$ cat config.mk
export PLATFORM = sky130hd
export DESIGN_NAME = memory_stage
export DESIGN_NICKNAME = d
export VERILOG_FILES = /design/src/rtl/memory_stage.sv
export SDC_FILE = /design/constraint.sdc
export NUM_CORES = 1
export LEC_CHECK = 0
export CAP_MARGIN = 40
export CORE_AREA = 2 2 97 99
export DETAILED_ROUTE_END_ITERATION = 6
export DIE_AREA = 0 0 99 101
export DONT_BUFFER_PORTS = 1
export HOLD_SLACK_MARGIN = 0.02
export PLACE_DENSITY = 0.78
export SYNTH_ARGS = -nofsm -noshare
export SYNTH_HDL_FRONTEND = slang
export SYNTH_SLANG_ARGS = --single-unit
$ cat constraint.sdc
create_clock -name clk -period 4.2 [get_ports clk]
set_clock_uncertainty 0.2 [all_clocks]
set_input_delay 0.42 -clock clk [delete_from_list [all_inputs] [get_ports clk]]
set_output_delay 0.42 -clock clk [all_outputs]
set_load 0.005 [all_outputs]
$ cat src/rtl/memory_stage.sv
// memory_stage: RISC-V MEM stage driving a req/ready data-memory port with lane steering and load extension.
// Optional MEM_MISALIGN_CHECK_EN: misaligned accesses are flagged and not issued instead of being force-aligned.
module memory_stage #(
   parameter int DATA_WIDTH     = 32,
   parameter int TIMEOUT_CYCLES = 255
) (
   input  logic                  clk,
   input  logic                  rst,
   input  logic                  MEM_valid_i,
   input  logic                  MEM_MemRead_i,
   input  logic                  MEM_MemWrite_i,
   input  logic [2:0]            MEM_funct3_i,
   input  logic [DATA_WIDTH-1:0] MEM_alu_result_i,
   input  logic [DATA_WIDTH-1:0] MEM_wr_data_i,
   output logic                  dmem_req_o,
   output logic                  dmem_we_o,
   output logic [DATA_WIDTH-1:0] dmem_addr_o,
   output logic [DATA_WIDTH-1:0] dmem_wdata_o,
   output logic [3:0]            dmem_be_o,
   input  logic                  dmem_ready_i,
   input  logic [DATA_WIDTH-1:0] dmem_rdata_i,
   output logic [DATA_WIDTH-1:0] MEM_rd_data_o,
   output logic                  MEM_stall_o,
   output logic                  MEM_misaligned_o,
   output logic                  MEM_bus_err_o
);
   localparam int CW = $clog2(TIMEOUT_CYCLES + 1);
   typedef enum logic [1:0] {IDLE, BUSY, DONE} state_t;
   state_t                state_q, state_d;
   logic [CW-1:0]         cnt_q, cnt_d;
   logic                  req_q, req_d, we_q, we_d, err_q, err_d, uns_q, uns_d, load_q, load_d;
   logic [DATA_WIDTH-1:0] addr_q, addr_d, wdata_q, wdata_d, rd_q, rd_d, ext;
   logic [3:0]            be_q, be_d;
   logic [1:0]            sz_q, sz_d, off_q, off_d, sz, off;
   logic                  access, issue;
   logic [7:0]            ld_b;
   logic [15:0]           ld_h;
   always_comb begin
      access = MEM_valid_i & (MEM_MemRead_i | MEM_MemWrite_i);
      sz     = MEM_funct3_i[1:0] == 2'b00 ? 2'd0 : MEM_funct3_i[1:0] == 2'b01 ? 2'd1 : 2'd2;
      // Offset is forced to size alignment; only matters when misaligned accesses are issued.
      off    = sz == 2'd0 ? MEM_alu_result_i[1:0] : sz == 2'd1 ? {MEM_alu_result_i[1], 1'b0} : 2'b00;
`ifdef MEM_MISALIGN_CHECK_EN
      MEM_misaligned_o = access & (sz == 2'd1 ? MEM_alu_result_i[0] : sz == 2'd2 ? |MEM_alu_result_i[1:0] : 1'b0);
      issue  = access & ~MEM_misaligned_o;
`else
      MEM_misaligned_o = 1'b0;
      issue  = access;
`endif
      ld_b   = dmem_rdata_i[{off_q, 3'b000} +: 8];
      ld_h   = dmem_rdata_i[{off_q[1], 4'b0000} +: 16];
      ext    = sz_q == 2'd0 ? {{24{~uns_q & ld_b[7]}}, ld_b} :
               sz_q == 2'd1 ? {{16{~uns_q & ld_h[15]}}, ld_h} : dmem_rdata_i;
      state_d = state_q;
      cnt_d   = cnt_q;
      req_d   = req_q;
      we_d    = we_q;
      addr_d  = addr_q;
      wdata_d = wdata_q;
      be_d    = be_q;
      rd_d    = rd_q;
      err_d   = 1'b0;
      sz_d    = sz_q;
      off_d   = off_q;
      uns_d   = uns_q;
      load_d  = load_q;
      if (state_q == IDLE && issue) begin
         state_d = BUSY;
         cnt_d   = '0;
         req_d   = 1'b1;
         we_d    = MEM_MemWrite_i;
         addr_d  = {MEM_alu_result_i[DATA_WIDTH-1:2], 2'b00};
         wdata_d = sz == 2'd0 ? {4{MEM_wr_data_i[7:0]}} : sz == 2'd1 ? {2{MEM_wr_data_i[15:0]}} : MEM_wr_data_i;
         be_d    = sz == 2'd0 ? 4'b0001 << off : sz == 2'd1 ? 4'b0011 << off : 4'b1111;
         sz_d    = sz;
         off_d   = off;
         uns_d   = MEM_funct3_i[2];
         load_d  = ~MEM_MemWrite_i;
      end else if (state_q == BUSY) begin
         cnt_d = cnt_q + CW'(1);
         if (dmem_ready_i) begin
            state_d = DONE;
            req_d   = 1'b0;
            we_d    = 1'b0;
            rd_d    = load_q ? ext : rd_q;
         end else if (cnt_q == CW'(TIMEOUT_CYCLES - 1)) begin
            state_d = DONE;
            req_d   = 1'b0;
            we_d    = 1'b0;
            rd_d    = '0;
            err_d   = 1'b1;
         end
      end else if (state_q == DONE) begin
         state_d = IDLE;
      end
      MEM_stall_o = ~rst & ((state_q == IDLE & issue) | state_q == BUSY);
   end
   always_ff @(posedge clk or posedge rst) begin
      if (rst) begin
         state_q <= IDLE;
         cnt_q   <= '0;
         req_q   <= 1'b0;
         we_q    <= 1'b0;
         addr_q  <= '0;
         wdata_q <= '0;
         be_q    <= '0;
         rd_q    <= '0;
         err_q   <= 1'b0;
         sz_q    <= '0;
         off_q   <= '0;
         uns_q   <= 1'b0;
         load_q  <= 1'b0;
      end else begin
         state_q <= state_d;
         cnt_q   <= cnt_d;
         req_q   <= req_d;
         we_q    <= we_d;
         addr_q  <= addr_d;
         wdata_q <= wdata_d;
         be_q    <= be_d;
         rd_q    <= rd_d;
         err_q   <= err_d;
         sz_q    <= sz_d;
         off_q   <= off_d;
         uns_q   <= uns_d;
         load_q  <= load_d;
      end
   end
   assign dmem_req_o    = req_q;
   assign dmem_we_o     = we_q;
   assign dmem_addr_o   = addr_q;
   assign dmem_wdata_o  = wdata_q;
   assign dmem_be_o     = be_q;
   assign MEM_rd_data_o = rd_q;
   assign MEM_bus_err_o = err_q;
endmodule

== Word-level counts from Yosys, hierarchy flattened ==
Index checks and enable logic that the tools add are counted.
Widths: inputs -> output; s select.
Cells by class
  bitwise gates (word level): 11
  add/sub/neg operators: 1
  reduce and logical (&&, ||, !) cells: 12
  mux-type cells: 29
  shift operators: 4
  equality and inequality tests: 8
Operators with widths (count)
  $mux 32: 7
  $shiftx 32x6->16: 1
  $shiftx 32x6->8: 1
  $mux 2: 9
  $mux 8: 2
  $mux 1: 9
  $add 8x1->8 const B: 1
  $eq 2x1->1 const B: 4
  $eq 8x8->1 const B: 1
  $logic_not 2->1: 4
  $mux 4: 2
  $reduce_bool 3->1: 2
  $and 1x1->1: 5
  $ne 4x3->1 const B: 1
  $not 1->1: 4
  $reduce_and 2->1: 2
  $reduce_and 4->1: 1
  $reduce_bool 2->1: 2
  $shl 1x2->4 const A: 1
  $shl 2x2->4 const A: 1
  $eq 2x2->1 const B: 1
  $ne 2x1->1 const B: 1
  $or 1x1->1: 2
  $logic_and 1x1->1: 1
Storage, ports and cells
  bits in registers: 117
  bits of input ports: 105
  output and inout bits: 105
  logic and storage cells: 78

== Longest topological paths before layout ==
Gate-level depths: netlist of the first run.
  depth in word-level cells: 9
  mapped depth: 8

== Worst setup path after synthesis of the first run ==
OpenSTA, ideal clock, no wires.
  kind: input-to-output
  start: input port MEM_MemRead_i
  end: output port MEM_stall_o
  cell stages on the path: 6
  slack: 2090 ps
  data required time: 3580 ps
  arrival: 1490 ps
  path through: nor2_1 -> or4b_1 -> buf_2 -> buf_6 -> buf_2 -> a21oi_1
On the way
  cells in the longest elaborated chain, start to end: 5
RTL lines
  start: declaration: RTL line 10  | input logic MEM_MemRead_i,
  $or 1x1->1: RTL line 39  | access = MEM_valid_i & (MEM_MemRead_i | MEM_MemWrite_i);
  $and 1x1->1: RTL line 39
  $and 1x1->1: RTL line 96  | MEM_stall_o = ~rst & ((state_q == IDLE & issue) | state_q == BUSY);
  $or 1x1->1: RTL line 96
  $and 1x1->1: RTL line 96
  end: declaration: RTL line 23  | output logic MEM_stall_o,
Every way passes these cells.

== Worst setup path in the final report of the first run ==
  start: register sz_q[1]
  end: register rd_q[12] (netlist: MEM_rd_data_o[12])
On the way
  cells in the longest elaborated chain, start to end: 5
  elaborated cells on any way between the ends: 6
  those cells by class: eq/ne (1); mux (4); reduce/logical (1)
RTL lines
  start: declaration: RTL line 34  | logic [1:0] sz_q, sz_d, off_q, off_d, sz, off;
  start signal: assignment: RTL line 123  | sz_q <= sz_d;
  $eq 2x1->1: RTL line 53  | sz_q == 2'd1 ? {{16{~uns_q & ld_h[15]}}, ld_h} : dmem_rdata_i;
  $mux 32: RTL line 53
  $mux 32 *: RTL line 52  | ext = sz_q == 2'd0 ? {{24{~uns_q & ld_b[7]}}, ld_b} :
  $mux 32 *: RTL line 85  | rd_d = load_q ? ext : rd_q;
  $mux 32 *: RTL line 81  | if (dmem_ready_i) begin
  end signal: assignment: RTL line 121  | rd_q <= rd_d;
  end: declaration: RTL line 32  | logic [DATA_WIDTH-1:0] addr_q, addr_d, wdata_q, wdata_d, rd_q, rd_d, ext;
Mark *: on every way between the ends. The rest lies on a longest branch, timed or not. The select of a mux whose other input is x is not followed.
A chain may end at the register's enable or synchronous reset.

==> reports/metrics.cfg, run 1 <==
[outcome]
status=complete, no violations

[clock_tree]
cts_tree=yes
clock_tree.buffer_depth=2
clock_insertion_delay_worst_skew_ns=0.50
ctsHtreeMaxLevel=4
clk_pin_slew_ns=0.06
total_clock_sinks=117
ctsRootBufferMaster=sky130_fd_sc_hd__clkbuf_8
number_of_buffers_added_by_the_clock_tree_synthesis_step=17

[timing]
worst_slew_pin_slew_ns=0.898
report.final.slew_viol_count=0
finalCriticalPeriod_ns=2.76
timing.fmax_ghz=0.363
finalHoldViolCount=0
setup_failing_eps_final=0
tns_ns=0
worst_max_slew_margin_expressed_relative_to_the_limit=0.399
rsz0062_at_grt=no
layout_worst_path_cycle_share=0.657

[synth]
yosysWarningCount=0
number_of_cells_produced_by_synthesis=504
dominantRegCellSynth=sky130_fd_sc_hd__dfrtp_1
synth.lib_cells_used.distinct=44
synth-edff-count=0
postSynthRegisterBits=117
register_area_share_after_synthesis=0.530
async_reset_ff_frac=1.00
netlist_area_um2=5520
syn_area_per_cell_um2=11.0

[worst_setup_path]
crit_type=flop to flop
end_kind=flop
worst_ep_required_time_ns=4.36
critPathMaxFanout=23
start_kind=flop
worstPathArrival_ns=2.92

[drt]
route.detailed.vias_per_inst=6.23
detailed_route_drc_error_count=0
wl_per_cell_um=21.5
via_count=4438
post_route_antenna_net_violation_count=0
first_pass_detailed_route_iteration_total=5
detailedRoute.firstIterationViolations=242
detail_route.wirelength_um=15300

[floorplanning]
num_io_pins=210
core_um2=8980
standard_cell_row_count=35
horiz_die_dim_um=99
die_area_um2=10000
start_util=0.615
die_h_um=101

[pwr]
power.ir.vdd_worst_mv=0.414
power.static_leakage_nw=3.15
powerDensity_nw_per_um2=684
fin_total_pwr_mw=4.85

[grt]
grt_pass1_wl_um=24400
maximum_number_of_pins_on_one_net_before_global_route_repair=85
gr_usage_total=0.312
first_global_vias=4713
antenna_violations_before_repair=0
grt_remaining_overflow=0

[place]
portBuffers=0
place_hpwl_um=8910
gp_weighted_congestion=0.881

[layout]
finalNetCount=697
layout.core_utilization=0.790
syn2layout_area_growth_pct=28.4
n_fill_cell=538
drive_above_1_share=0.146
antennaDiodeCount=0

[flow_run]
maxcap_violations=0

[hold_path]
worstHoldPathType=input pin to flop

metal layers:
layer	routed length, µm	track usage	vias up
li1	-	-	1966
met1	5810	0.376	2203
met2	7810	0.517	232
met3	1300	0.0999	37
met4	371	0.136	0
met5	0	0	-
registers in the layout, indices dropped and copies added (netlist names):
signal         cells
MEM_rd_data_o     32
dmem_be_o          4
cnt_q              8
dmem_req_o         1
dmem_wdata_o      32
state_q            2
off_q              2
uns_q              1
dmem_we_o          1
sz_q               2
MEM_bus_err_o      1
dmem_addr_o       30
load_q             1
timing repair:
| item | in CTS | in global routing |
|---|---|---|
| endpoints found under the hold margin | 223 | 0 |
| gates resized for setup | 0 | 0 |
| hold buffers | 97 | 0 |
| buffers inserted | 0 | 0 |
path summary, 6_finish.rpt:
check | startpoint | endpoint | slack (ns) | cells past startpoint
max | sz_q[1] | MEM_rd_data_o[12] | 1.44 | 4
min | MEM_valid_i | state_q[0] | 0.04 | 2
max reg2reg | sz_q[1] | MEM_rd_data_o[12] | 1.44 | 4
min reg2reg | cnt_q[7] | cnt_q[7] | 0.30 | 1
max in group asynchronous | rst | dmem_addr_o[27] | 2.82 | 3
min in group asynchronous | rst | dmem_addr_o[2] | 0.08 | 2
cell usage after synthesis, drive strengths merged, types with 2 or more instances:
cell type    n  share of area
inv          7         0.0048
a22o        16          0.025
o21a         2         0.0027
nand3       17          0.016
a31oi        8         0.0091
mux2        42          0.086
ha           4         0.0091
nand4        2         0.0023
o31ai        4         0.0054
buf         20          0.024
nor3b        3         0.0041
nor2        19          0.013
a21oi       12          0.011
and3         2         0.0023
nor3         3         0.0027
mux2i       42          0.076
a32o         8          0.014
nand2       61          0.041
o21ai       44          0.040
clkbuf      19          0.013
dfrtp      117           0.53
nor2b        4         0.0045
or3          7         0.0079
o2bb2ai      7          0.011
a211oi       2         0.0027
nand2b      18          0.020
worst max-delay path: stages (launching register included):
cell,delay (ns)
sky130_fd_sc_hd__dfrtp_1,0.66
sky130_fd_sc_hd__nor2_1,0.82
sky130_fd_sc_hd__o31ai_1,0.22
sky130_fd_sc_hd__o21bai_1,0.56
sky130_fd_sc_hd__o2bb2ai_1,0.16
power breakdown:
part	switching (mW)	total, mW	internal, mW	leakage [nW]
combinational	0.630	1.27	0.640	1.41
clock	0.535	1.40	0.864	0.281
sequential	0.533	2.18	1.65	1.45
total	1.70	4.85	3.15	3.15
logic make-up (layout without fill, tap and decap cells):
group	after synthesis	in the layout	share of synthesized area
AND/OR/NAND/NOR	141	141	0.122
buffers and inverters	46	141	0.0412
other	1	3	0.000679
multiplexers	84	84	0.162
flip-flops	117	117	0.530
AO/OA/AOI/OAI	110	110	0.133
XOR/XNOR	1	1	0.00159
adder cells (fa/ha/maj)	4	4	0.00906
stage by stage:
stage	setup slack (ns)	hold WS (ns)	instance area, µm²	cells
floorplan	0.479	0.248	5530	506
global placement	1.64	-0.0330	5500	581
detailed placement	1.60	-0.0301	5530	583
CTS	1.44	0.0211	7090	712
global route	1.31	0.0374	7090	712
finish	1.44	0.0400	7090	712
layout by cell type (no fill, tap or decap), types with 2 or more instances in the layout:
cell type | synthesis | final
sky130_fd_sc_hd__a211oi_1 | 2 | 2
sky130_fd_sc_hd__a21oi_1 | 12 | 12
sky130_fd_sc_hd__a22o_1 | 16 | 16
sky130_fd_sc_hd__a31oi_1 | 8 | 8
sky130_fd_sc_hd__a32o_1 | 8 | 8
sky130_fd_sc_hd__and3_1 | 2 | 2
sky130_fd_sc_hd__buf_4 | 7 | 3
sky130_fd_sc_hd__buf_8 | 0 | 2
sky130_fd_sc_hd__bufinv_16 | 0 | 2
sky130_fd_sc_hd__clkbuf_16 | 0 | 16
sky130_fd_sc_hd__clkbuf_8 | 0 | 2
sky130_fd_sc_hd__clkinv_2 | 0 | 2
sky130_fd_sc_hd__clkinv_4 | 0 | 7
sky130_fd_sc_hd__clkinvlp_4 | 0 | 2
sky130_fd_sc_hd__conb_1 | 1 | 3
sky130_fd_sc_hd__dfrtp_1 | 117 | 117
sky130_fd_sc_hd__dlygate4sd3_1 | 0 | 96
sky130_fd_sc_hd__ha_1 | 4 | 4
sky130_fd_sc_hd__inv_1 | 7 | 6
sky130_fd_sc_hd__mux2_2 | 42 | 42
sky130_fd_sc_hd__mux2i_1 | 42 | 42
sky130_fd_sc_hd__nand2_1 | 61 | 61
sky130_fd_sc_hd__nand2b_1 | 18 | 18
sky130_fd_sc_hd__nand3_1 | 16 | 16
sky130_fd_sc_hd__nand4_1 | 2 | 2
sky130_fd_sc_hd__nor2_1 | 18 | 18
sky130_fd_sc_hd__nor2b_1 | 4 | 4
sky130_fd_sc_hd__nor3_1 | 3 | 3
sky130_fd_sc_hd__nor3b_1 | 3 | 3
sky130_fd_sc_hd__o21a_1 | 2 | 2
sky130_fd_sc_hd__o21ai_0 | 44 | 44
sky130_fd_sc_hd__o2bb2ai_1 | 7 | 7
sky130_fd_sc_hd__o31ai_1 | 4 | 4
sky130_fd_sc_hd__or3_1 | 7 | 7
area by class of cell:
type                    instances  area [µm²]  share of cell area
repair buffers                102        1030               0.146
clock buffers                  18         428              0.0603
multi-input cells             343        2380               0.335
flip-flops and latches        117        2930               0.413
clock inverters                14         155              0.0219
inverters                       7        28.8             0.00406
well taps                     111         139              0.0196
Power figures use the tool's default switching activity.
==> inputs of run 2 (changes only) <==
==> constraint.sdc (replaced) <==
create_clock -name clk -period 2.7 [get_ports clk]
set_clock_uncertainty 0.2 [all_clocks]
set_input_delay 0.27 -clock clk [delete_from_list [all_inputs] [get_ports clk]]
set_output_delay 0.27 -clock clk [all_outputs]
set_load 0.005 [all_outputs]
==> run 2 against run 1 <==
  * Die area stayed put
  * Largest power group unchanged
  * Clock power rose by 59%
  * Combinational power rose by 68%
  * Total power rose by 58%
  * Final area rose by 2.7%
  * First-iteration DRC count fell by 24%
  * Critical path type is now flop to output pin
  * Worst setup slack got worse by 1.2 ns
  * Register-to-register slack worse by 0.93 ns
  * Critical endpoint is now MEM_stall_o
  * Utilization increased by 2.1 points
==> reports/metrics.cfg, run 2 (synthesis gave the netlist of run 1 again) <==
[worst_setup_path]
reg2reg_setup_slack_ns=0.51
destination_of_the_worst_register_to_register_timing_path=dmem_addr_o[23]
end_kind=output pin
rr_worst_depth=3
critPathMaxFanout=40
path_cells=or4b_4 -> a21oi_1
start_kind=flop
worstPathArrival_ns=1.98
slowest_stage=sky130_fd_sc_hd__or4b_4
worst_ep_required_time_ns=2.23
max_stage_delay_ns=0.78
worst_reg2reg_startpoint=state_q[0]
crit_type=flop to output pin

[floorplanning]
die_h_um=101
horiz_die_dim_um=99
die_area_um2=10000
num_io_pins=210
standard_cell_row_count=35
start_util=0.615
core_um2=8980

[flow_run]
maxcap_violations=0

[pwr]
powerDensity_nw_per_um2=1050
power.ir.vdd_worst_mv=0.631
fin_total_pwr_mw=7.67
power.static_leakage_nw=3.22

[drt]
detail_route.wirelength_um=15500
detailedRoute.firstIterationViolations=183
route.detailed.vias_per_inst=6.09
via_count=4444
detailed_route_drc_error_count=0
post_route_antenna_net_violation_count=0
first_pass_detailed_route_iteration_total=4
wl_per_cell_um=21.3

[clock_tree]
ctsRootBufferMaster=sky130_fd_sc_hd__clkbuf_8
number_of_buffers_added_by_the_clock_tree_synthesis_step=17
cts_tree=yes
clock_insertion_delay_worst_skew_ns=0.51
clock_tree.buffer_depth=2
post-cts-setup-buffer-count=0
total_clock_sinks=117
postCtsResizedCells=0
clk_pin_slew_ns=0.06
ctsHtreeMaxLevel=4
ctsHoldBuffers=110

[grt]
first_global_vias=4753
grt_remaining_overflow=0
grt_pass1_wl_um=24700
antenna_violations_before_repair=0
maximum_number_of_pins_on_one_net_before_global_route_repair=77
gr_usage_total=0.317

[timing]
worst_max_slew_margin_expressed_relative_to_the_limit=0.433
final_critical_path_setup_slack_ns=0.251
worst_slew_pin_slew_ns=0.848
finalHoldViolCount=0
timing.fmax_ghz=0.408
tns_ns=0
rsz0062_at_grt=no
finalCriticalPeriod_ns=2.45
layout_worst_path_cycle_share=0.907
report.final.slew_viol_count=0
setup_failing_eps_final=0
final.hold.worst_slack_ns=0.0613

[hold_path]
timing.hold.worst_path_depth=3
holdCritStartpoint=dmem_rdata_i[15]
whs_endpoint=MEM_rd_data_o[7]
worstHoldPathType=input pin to flop

[place]
portBuffers=0
dpl_worst_slack_ns=0.571
post-place-cells=588
gp_weighted_congestion=0.901
placement.cell_area_um2=5590
place_hpwl_um=9270

[layout]
antennaDiodeCount=0
layout_commonest_cell=sky130_fd_sc_hd__dfrtp_1
syn2layout_area_growth_pct=31.8
finalInstanceArea_um2=7280
finalNetCount=715
drive_above_1_share=0.149
fin_cells=730
most-common-layout-cells=sky130_fd_sc_hd__dfrtp_1 (117), sky130_fd_sc_hd__dlygate4sd3_1 (109), sky130_fd_sc_hd__nand2_1 (61), sky130_fd_sc_hd__o21ai_0 (44)
layout.core_utilization=0.811

[outcome]
status=complete, no violations

[run 2: how the worst max path moves through the flow]
| stage | start | slack [ns] | end | cells after the start |
|---|---|---|---|---|
| 2_1_floorplan | state_q[0] | 0.75 | MEM_stall_o | 5 |
| 3_3_place_gp | state_q[0] | 0.62 | dmem_addr_o[12] | 3 |
| 3_5_place_dp | state_q[0] | 0.57 | dmem_addr_o[23] | 3 |
| 4_1_cts | state_q[0] | 0.24 | MEM_stall_o | 2 |
| 5_1_grt | state_q[0] | 0.16 | MEM_stall_o | 2 |
| 6_report | state_q[0] | 0.25 | MEM_stall_o | 2 |
[run 2: final cells by class]
type	count	area, µm²
sequential	117	2930
multi-input combinational	343	2380
fill	508	1700
inverter	7	30.0
clock buffer	18	418
tap	111	139
clock inverter	14	164
timing repair buffer	120	1220
[run 2: metal layers]
metal / share of wire / up-vias / routed length (µm) / track usage
li1: - / 2006 / - / -
met1: 0.37 / 2170 / 5800 / 0.370
met2: 0.51 / 217 / 7920 / 0.534
met3: 0.083 / 51 / 1290 / 0.0957
met4: 0.035 / 0 / 538 / 0.158
met5: 0 / - / 0 / 0
[run 2: where the power goes]
part           internal [mW]  switching, mW  leakage (nW)
Clock                   1.34          0.884         0.276
Sequential              2.56          0.757          1.45
Combinational           1.05           1.08          1.50
Total                   4.95           2.72          3.22
[run 2: critical path, delay by kind of cell (launching register included)]
kind | cells | cell delay, ns
compound gates | 1 | 0.26
flops | 1 | 0.42
simple gates | 1 | 0.78
==> inputs of run 3 (changes only) <==
--- a/config.mk
+++ b/config.mk
@@ -7,11 +7,13 @@
 export LEC_CHECK = 0
 export CAP_MARGIN = 40
 export CORE_AREA = 2 2 97 99
+export CTS_CLUSTER_SIZE = 40
 export DETAILED_ROUTE_END_ITERATION = 6
 export DIE_AREA = 0 0 99 101
 export DONT_BUFFER_PORTS = 1
 export HOLD_SLACK_MARGIN = 0.02
 export PLACE_DENSITY = 0.78
+export REMOVE_ABC_BUFFERS = 1
 export SYNTH_ARGS = -nofsm -noshare
 export SYNTH_HDL_FRONTEND = slang
 export SYNTH_SLANG_ARGS = --single-unit
==> run 3 against run 2 <==
  * Via count is 0.88% higher
  * Clock-buffer cell count is 3 higher
  * Utilization is 0.49 points lower
  * Largest cell class unchanged
  * Worst hold slack worse by 0.0069 ns
  * Register-to-register slack worse by 0.30 ns
==> reports/metrics.cfg, run 3 (synthesis gave the netlist of run 1 again) <==
[outcome]
status=complete, no violations

[hold_path]
holdCritStartpoint=dmem_rdata_i[15]
whs_endpoint=MEM_rd_data_o[7]
worstHoldPathType=input pin to flop
timing.hold.worst_path_depth=3

[grt]
grt_pass1_wl_um=24100
first_global_vias=4617
grt_remaining_overflow=0
maximum_number_of_pins_on_one_net_before_global_route_repair=116
antenna_violations_before_repair=0
gr_usage_total=0.313

[layout]
fin_cells=730
layout_commonest_cell=sky130_fd_sc_hd__dfrtp_1
antennaDiodeCount=0
drive_above_1_share=0.147
syn2layout_area_growth_pct=31.0
finalNetCount=715
most-common-layout-cells=sky130_fd_sc_hd__dfrtp_1 (117), sky130_fd_sc_hd__dlygate4sd3_1 (109), sky130_fd_sc_hd__nand2_1 (61), sky130_fd_sc_hd__o21ai_0 (44)
finalInstanceArea_um2=7240

[timing]
report.final.slew_viol_count=0
rsz0062_at_grt=no
final_critical_path_setup_slack_ns=0.206
finalCriticalPeriod_ns=2.49
layout_worst_path_cycle_share=0.924
finalHoldViolCount=0
worst_max_slew_margin_expressed_relative_to_the_limit=0.457
setup_failing_eps_final=0
final.hold.worst_slack_ns=0.0544
timing.fmax_ghz=0.401
worst_slew_pin_slew_ns=0.812

[pwr]
power.ir.vdd_worst_mv=0.659
power.static_leakage_nw=3.20
powerDensity_nw_per_um2=1040

[worst_setup_path]
rr_worst_depth=4
end_kind=flop
start_kind=flop
startpoint=state_q[0]
worst_ep_required_time_ns=2.89
destination_of_the_worst_register_to_register_timing_path=sz_q[1]
crit_type=flop to flop
worst_reg2reg_startpoint=state_q[0]
reg2reg_setup_slack_ns=0.21
worstPathArrival_ns=2.68
critPathMaxFanout=115

[floorplanning]
start_util=0.615
die_h_um=101
num_io_pins=210
standard_cell_row_count=35
horiz_die_dim_um=99
core_um2=8980
die_area_um2=10000

[place]
post-place-cells=588
portBuffers=0
placement.cell_area_um2=5570
gp_weighted_congestion=0.855
dpl_worst_slack_ns=0.700
place_hpwl_um=8850

[clock_tree]
clock_tree.buffer_depth=2
ctsRootBufferMaster=sky130_fd_sc_hd__clkbuf_8
cts_tree=yes
clk_pin_slew_ns=0.06
number_of_buffers_added_by_the_clock_tree_synthesis_step=17
total_clock_sinks=117
clock_insertion_delay_worst_skew_ns=0.51
ctsHtreeMaxLevel=4

[drt]
via_count=4483
detailed_route_drc_error_count=0
post_route_antenna_net_violation_count=0
first_pass_detailed_route_iteration_total=4
detailedRoute.firstIterationViolations=213
route.detailed.vias_per_inst=6.14
detail_route.wirelength_um=15300
wl_per_cell_um=21.0

[flow_run]
maxcap_violations=0

## run 3: changes by cell type in the layout (fill, tap and decap cells not counted)
cell / previous run / this run
sky130_fd_sc_hd__clkinv_2: 0 / 2
sky130_fd_sc_hd__inv_6: 6 / 1
sky130_fd_sc_hd__clkinvlp_4: 4 / 6
sky130_fd_sc_hd__clkinv_4: 2 / 1
sky130_fd_sc_hd__buf_12: 4 / 3
sky130_fd_sc_hd__clkbuf_1: 1 / 2
sky130_fd_sc_hd__inv_8: 1 / 0
sky130_fd_sc_hd__buf_4: 7 / 8
sky130_fd_sc_hd__inv_4: 0 / 1
sky130_fd_sc_hd__bufinv_16: 2 / 1
sky130_fd_sc_hd__clkbuf_8: 1 / 3
## run 3: where the power goes
| group | internal (mW) | switching, mW | leakage (nW) |
|---|---|---|---|
| clock | 1.27 | 0.803 | 0.253 |
| sequential | 2.56 | 0.788 | 1.45 |
| combinational | 1.06 | 1.05 | 1.50 |
| total | 4.89 | 2.65 | 3.20 |
## run 3: timing repair
item | 4_1_cts | 5_1_grt
endpoints found under the hold margin | 200 | 0
buffers inserted | 0 | 0
hold buffers | 110 | 0
resized for setup | 0 | 0
## run 3: how the worst max path moves through the flow
stage | slack, ns | end | cells past startpoint
2_1_floorplan | -0.87 | MEM_bus_err_o | 1
5_1_grt | 0.18 | sz_q[1] | 4
3_5_place_dp | 0.70 | MEM_rd_data_o[5] | 4
6_report | 0.21 | sz_q[1] | 4
3_3_place_gp | 0.77 | MEM_rd_data_o[5] | 4
4_1_cts | 0.23 | MEM_stall_o | 3
## run 3: metrics by stage
stage / power (mW) / util / setup TNS, ns
2_1_floorplan: 4.57 / - / -130.83
3_3_place_gp: 5.05 / 0.621 / 0
3_5_place_dp: 5.18 / 0.621 / 0
4_1_cts: 7.44 / 0.806 / 0
5_1_grt: 7.96 / 0.806 / 0
6_report: 7.53 / 0.806 / 0
## run 3: cell type report
class,instances,area [µm²]
Clock buffer,21,449
Timing Repair Buffer,120,1210
Tap cell,111,139
Fill cell,498,1740
Multi-Input combinational cell,343,2380
Sequential cell,117,2930
Inverter,7,28.8
Clock inverter,11,103
## run 3: critical path, stage by stage, from the launching register on
cell	delay, ns
sky130_fd_sc_hd__dfrtp_1	0.41
sky130_fd_sc_hd__or4b_4	0.56
sky130_fd_sc_hd__buf_12	0.25
sky130_fd_sc_hd__mux2_2	0.33
sky130_fd_sc_hd__dlygate4sd3_1	0.55
## run 3: routing by layer
metal	track usage	up-vias	wire length, µm
met4	0.135	0	517
met1	0.366	2147	5710
met5	0	-	0
met2	0.523	286	7580
li1	-	2003	-
met3	0.113	47	1530
